**config.mk**
```make
export PLATFORM = sky130hd
export DESIGN_NAME = dsp_uv_accum
export DESIGN_NICKNAME = d
export VERILOG_FILES = /design/src/rtl/dsp_uv_pkg.sv /design/src/rtl/dsp_uv_sum.sv /design/src/rtl/dsp_uv_accum.sv
export SDC_FILE = /design/constraint.sdc
export NUM_CORES = 1
export LEC_CHECK = 0
export CORE_AREA = 2 2 152 184
export DETAILED_ROUTE_END_ITERATION = 8
export DIE_AREA = 0 0 154 186
export PLACE_DENSITY_LB_ADDON = 0.25
export SYNTH_ARGS = -nofsm -noshare
export SYNTH_HDL_FRONTEND = slang
export SYNTH_SLANG_ARGS = --single-unit
export TNS_END_PERCENT = 100
```
**constraint.sdc**
```tcl
create_clock -name CLK -period 5.8 [get_ports CLK]
set_input_delay 0.87 -clock CLK [delete_from_list [all_inputs] [get_ports CLK]]
set_output_delay 0.87 -clock CLK [all_outputs]
set_load 0.005 [all_outputs]
```
**src/rtl/dsp_uv_pkg.sv**
```systemverilog
// Shared widths, accumulator op encodings and constants for the U/V accumulate stage.
package dsp_uv_pkg;

    localparam int unsigned UvW = 45;
    localparam int unsigned PW  = 48;

    typedef enum logic [1:0] {
        OpLoad  = 2'b00,
        OpAdd   = 2'b01,
        OpSub   = 2'b10,
        OpClear = 2'b11
    } opmode_e;

    localparam logic [PW-1:0]  PMax   = 48'h7FFF_FFFF_FFFF;
    localparam logic [PW-1:0]  PMin   = 48'h8000_0000_0000;
    // Idle partial-product pair value; two of these sum to zero mod 2^45.
    localparam logic [UvW-1:0] UvIdle = 45'h1000_0000_0000;

endpackage

```
**src/rtl/dsp_uv_sum.sv**
```systemverilog
// Stage 1: folds the U/V partial products into a sign-extended product and
// pipelines the op/valid qualifiers alongside it.
module dsp_uv_sum
    import dsp_uv_pkg::*;
(
    input  logic           clk_i,
    input  logic           rst_ni,
    input  logic           cem_i,
    input  logic           valid_i,
    input  logic [UvW-1:0] u_i,
    input  logic [UvW-1:0] v_i,
    input  opmode_e        op_i,
    output logic [PW-1:0]  m_o,
    output logic           m_valid_o,
    output opmode_e        m_op_o
);

    logic [UvW-1:0] m45;
    logic [PW-1:0]  m_d, m_q;
    logic           m_valid_q;
    opmode_e        m_op_q;

    // Carry out of the 45-bit sum is intentionally dropped.
    always_comb begin
        m45 = u_i + v_i;
        m_d = {{(PW - UvW){m45[UvW-1]}}, m45};
    end

    always_ff @(posedge clk_i) begin
        if (!rst_ni) begin
            m_q       <= '0;
            m_valid_q <= 1'b0;
            m_op_q    <= OpLoad;
        end else if (cem_i) begin
            m_q       <= m_d;
            m_valid_q <= valid_i;
            m_op_q    <= op_i;
        end
    end

    assign m_o       = m_q;
    assign m_valid_o = m_valid_q;
    assign m_op_o    = m_op_q;

endmodule

```
**src/rtl/dsp_uv_accum.sv**
```systemverilog
// Post-multiplier accumulate stage: U+V product into a 48-bit load/add/sub/clear
// accumulator with overflow flags, optional saturation and pattern detect.
module dsp_uv_accum
    import dsp_uv_pkg::*;
#(
    parameter bit            SATURATE = 1'b0,
    parameter logic [PW-1:0] PATTERN  = '0,
    parameter logic [PW-1:0] MASK     = '0
) (
    input  logic           CLK,
    input  logic           RSTP_B,
    input  logic           CEM,
    input  logic           CEP,
    input  logic           VALID_IN,
    input  logic [UvW-1:0] U,
    input  logic [UvW-1:0] V,
    input  logic [1:0]     OPMODE,
    output logic [PW-1:0]  P,
    output logic           P_VALID,
    output logic           OVERFLOW,
    output logic           UNDERFLOW,
    output logic           OVF_STICKY,
    output logic           PATDET
);

    logic [PW-1:0] m;
    logic          m_valid;
    opmode_e       m_op;

    dsp_uv_sum u_sum (
        .clk_i     (CLK),
        .rst_ni    (RSTP_B),
        .cem_i     (CEM),
        .valid_i   (VALID_IN),
        .u_i       (U),
        .v_i       (V),
        .op_i      (opmode_e'(OPMODE)),
        .m_o       (m),
        .m_valid_o (m_valid),
        .m_op_o    (m_op)
    );

    logic [PW-1:0] p_q, p_d;
    logic          p_valid_q;
    logic          ovf_q, ovf_d;
    logic          unf_q, unf_d;
    logic          sticky_q, sticky_d;
    logic          patdet_q, patdet_d;
    logic          fire;
    logic [PW:0]   sum49;
    logic          arith;

    always_comb begin
        fire     = CEP & m_valid;
        p_d      = p_q;
        ovf_d    = ovf_q;
        unf_d    = unf_q;
        sticky_d = sticky_q;
        patdet_d = patdet_q;
        sum49    = '0;
        arith    = (m_op == OpAdd) || (m_op == OpSub);

        if (fire) begin
            ovf_d = 1'b0;
            unf_d = 1'b0;
            unique case (m_op)
                OpLoad:  p_d = m;
                OpAdd:   sum49 = {p_q[PW-1], p_q} + {m[PW-1], m};
                OpSub:   sum49 = {p_q[PW-1], p_q} - {m[PW-1], m};
                OpClear: p_d = '0;
            endcase

            // Overflow shows as disagreement between the guard bit and the sign bit.
            if (arith) begin
                ovf_d = (sum49[PW] ^ sum49[PW-1]) & ~sum49[PW];
                unf_d = (sum49[PW] ^ sum49[PW-1]) & sum49[PW];
                if (SATURATE && ovf_d) begin
                    p_d = PMax;
                end else if (SATURATE && unf_d) begin
                    p_d = PMin;
                end else begin
                    p_d = sum49[PW-1:0];
                end
            end

            sticky_d = (m_op == OpClear) ? 1'b0 : (sticky_q | ovf_d | unf_d);
            patdet_d = (((p_d ^ PATTERN) & ~MASK) == '0);
        end
    end

    always_ff @(posedge CLK) begin
        if (!RSTP_B) begin
            p_q       <= '0;
            p_valid_q <= 1'b0;
            ovf_q     <= 1'b0;
            unf_q     <= 1'b0;
            sticky_q  <= 1'b0;
            patdet_q  <= 1'b0;
        end else begin
            p_q       <= p_d;
            p_valid_q <= fire;
            ovf_q     <= ovf_d;
            unf_q     <= unf_d;
            sticky_q  <= sticky_d;
            patdet_q  <= patdet_d;
        end
    end

    assign P          = p_q;
    assign P_VALID    = p_valid_q;
    assign OVERFLOW   = ovf_q;
    assign UNDERFLOW  = unf_q;
    assign OVF_STICKY = sticky_q;
    assign PATDET     = patdet_q;

endmodule

```
==> flow_metrics.py <==
metrics = {
    "floorplan": {
        "core_area_sq_um": 26800,
        "start_util_pct": 39.5,
        "die_y_um": 186,
        "die-area_sq_um": 28600,
        "num_io_pins": 150,
        "row_count": 66,
        "die_w_um": 154,
    },
    "clocking": {
        "cts-root-buf": "clkbuf_16",
        "hold_buffers": 0,
        "cts.sinks": 101,
        "cts_buffer_depth": 2,
        "cts_tree": "built",
        "clkLatencyLatePin_ns": 0.37,
        "cts_buffers": 9,
        "cts_max_level": 3,
        "clk_pin_slew_worst_paths_ns": 0.08,
    },
    "global_routing": {
        "track_usage_pct": 24.6,
        "antenna_found_initial": 0,
        "grt_pass1_vias": 10300,
        "grt_pass1_wl_um": 56100,
        "grt.overflow.total": 0,
        "grt_max_degree": 83,
    },
    "critical_path": {
        "crit_required_ns": 6.12,
        "critPathCaptureType": "flip-flop",
        "r2r-end": "PATDET",
        "rrSetupSlack_ns": 0.37,
        "startpoint_type": "flip-flop",
        "worstSetupPathType": "flip-flop to flip-flop",
        "cp.arrival_ns": 5.75,
        "cp_max_fo": 7,
        "r2r_cells": 20,
        "r2r-start": "u_sum.m_o[2]",
    },
    "synthesis": {
        "synthCells": 1404,
        "yosysTopAreaCell": "dfxtp_1",
        "synth_edf_count": 0,
        "post-synth-top-count-cell": "nor2_1",
        "ys_ff_latch": 101,
        "ys_seq_area_share_pct": 19.1,
        "synth_common_cells": "189 x nor2_1, 137 x a21oi_1, 101 x dfxtp_1",
        "synth_cell_types": 86,
        "synthFlopType": "dfxtp_1",
        "async_flop_share_pct": 0,
        "syn-num-nets": 1599,
        "syn-cell-area_sq_um": 10600,
        "synth.area.top_cells": "dfxtp_1 19%, ha_1 11%, xnor2_1 6.9%",
        "yosysTopAreaCellShare_pct": 19.1,
        "ys_warn_count": 0,
        "syn_area_per_cell_sq_um": 7.54,
    },
    "layout": {
        "nNetsFinal": 1710,
        "area.growth.synth_to_final_pct": 19.6,
        "design_area_sq_um": 12700,
        "drive_gt1_share_pct": 5.53,
        "antennaDiodeCount": 0,
    },
    "pwr": {
        "leakagePower_nw": 5.11,
        "power.density_nw_per_um2": 221,
        "ir_worst_vdd_mv": 0.139,
        "power_w": 0.00279,
    },
    "detailed_routing": {
        "drcViolationCount": 0,
        "drt_first_pass_iters": 5,
        "vias": 10900,
        "via_per_inst": 5.88,
        "drt-total-wl_um": 35500,
        "ant_nets": 0,
        "wl_per_cell_um": 19.1,
        "drt_iter0_drc": 722,
    },
    "sta": {
        "finalClockSkew_ns": 0.00988,
        "worst_pin_slew_ns": 1.09,
        "post-route-min-period_ns": 5.43,
        "setup_tns_ns": 0,
        "rsz0062_at_grt": "false",
        "fin_crit_sh_pct": 93.6,
        "fmax_mhz": 184,
        "fin_ws_ns": 0.373,
        "finalSetupViolCount": 0,
        "final-max-slew-violation-count": 0,
        "hold_viol": 0,
        "slew_headroom_pct": 27.1,
    },
    "place": {
        "portBuffers": 149,
        "pre_cts_ws_ns": 0.226,
        "routabilityCongestion": 0.951,
        "dp_hpwl_um": 27800,
        "place_area_sq_um": 12300,
    },
    "min_path": {
        "worstHoldPathType": "flip-flop to flip-flop",
        "min_delay_path_depth": 2,
        "hold_start": "UNDERFLOW",
        "holdPathEnd": "UNDERFLOW",
    },
    "job": {
        "drv_cap": 0,
    },
    "outcome": {
        "outcome": "finished clean",
    },
}
## report_power, final
group,internal [W],switching (W),leakage (nW)
logic,0.000577,0.000763,4.15
registers,0.000747,0.0000980,0.828
clock network,0.000298,0.000312,0.134
## cell type report
class                      count  area (sq um)
clock buffer                   9           225
sequential                   101          2020
fill                        2674         14200
tap                          340           425
inverter                      35           131
timing repair buffer         170          1640
clock inverter                 7          57.6
multi-input combinational   1198          8160
## through the flow
stage                     util, %  hold slack (ns)  cells
after floorplan                 -            0.448   1404
after global routing         47.2            0.521   1860
after CTS                    46.9            0.501   1859
after global placement       45.9            0.484   1843
after detailed placement     45.9            0.482   1843
final                        47.2            0.511   1860
## layout by cell type (no fill, tap or decap), drive strengths merged, types with 35 or more instances in the layout
cell type,count
nor2,189
a21o,42
nand2,80
xnor2,84
a21oi,137
o21ai,62
ha,96
a211oi,38
nor3,40
nand3,35
dfxtp,101
mux2i,42
clkdlybuf4s50,148
inv,38
## how the worst max path moves through the flow
stage / startpoint / to / depth (start not counted)
after floorplan: u_sum.m_o[2] / OVERFLOW / 24
after global placement: u_sum.m_o[2] / PATDET / 20
after detailed placement: u_sum.m_o[2] / PATDET / 20
after CTS: u_sum.m_o[2] / PATDET / 20
after global routing: u_sum.m_o[2] / OVERFLOW / 23
final: u_sum.m_o[2] / PATDET / 20
## registers in the layout, summed over array words and instances, names as in the netlist
signal           cells
OVERFLOW             1
u_sum.m_o           45
u_sum.m_valid_o      1
P                   48
u_sum.m_op_o         2
OVF_STICKY           1
PATDET               1
P_VALID              1
UNDERFLOW            1
## logic make-up (layout without fill, tap and decap cells)
family / Yosys count / count (layout) / share of synthesized area, %
compound gates: 437 / 437 / 27.7
flops: 101 / 101 / 19.1
simple gates: 506 / 506 / 23.4
fa+ha+maj: 98 / 98 / 11.7
buf+inv: 105 / 221 / 4.48
xor+xnor: 110 / 110 / 9.10
mux: 47 / 47 / 4.54
## layer usage
metal / GRT usage, % / share of wire [%] / up-vias
met1: 33.2 / 46 / 5064
met4: 8.71 / 2.9 / 0
met2: 41.0 / 46 / 390
met3: 2.24 / 5.6 / 65
li1: - / - / 5425
met5: 0 / 0 / -
## critical path, stage by stage, from the launching register on
cell and delay, ns:
dfxtp_1 0.39, nor4_4 0.31, nand2b_1 0.13, nor3_2 0.18, and3b_1 0.29, and3_1 0.25
and2_1 0.21, nand3b_1 0.24, nor4_2 0.23, nor2_1 0.08, xnor2_1 0.14, ha_1 0.39
nand2_1 0.18, nor4_4 0.37, and2_1 0.20, a21oi_1 0.10, mux2i_2 0.18, or4_1 0.52
or4_1 0.60, nor3_2 0.19, a41o_1 0.17
## timing repair
item | CTS | global route
endpoints found under the setup margin | 0 | 6
setup buffers | 0 | 1
gates resized for setup | 0 | 11
Note: power is estimated with default switching activity, not from simulation.
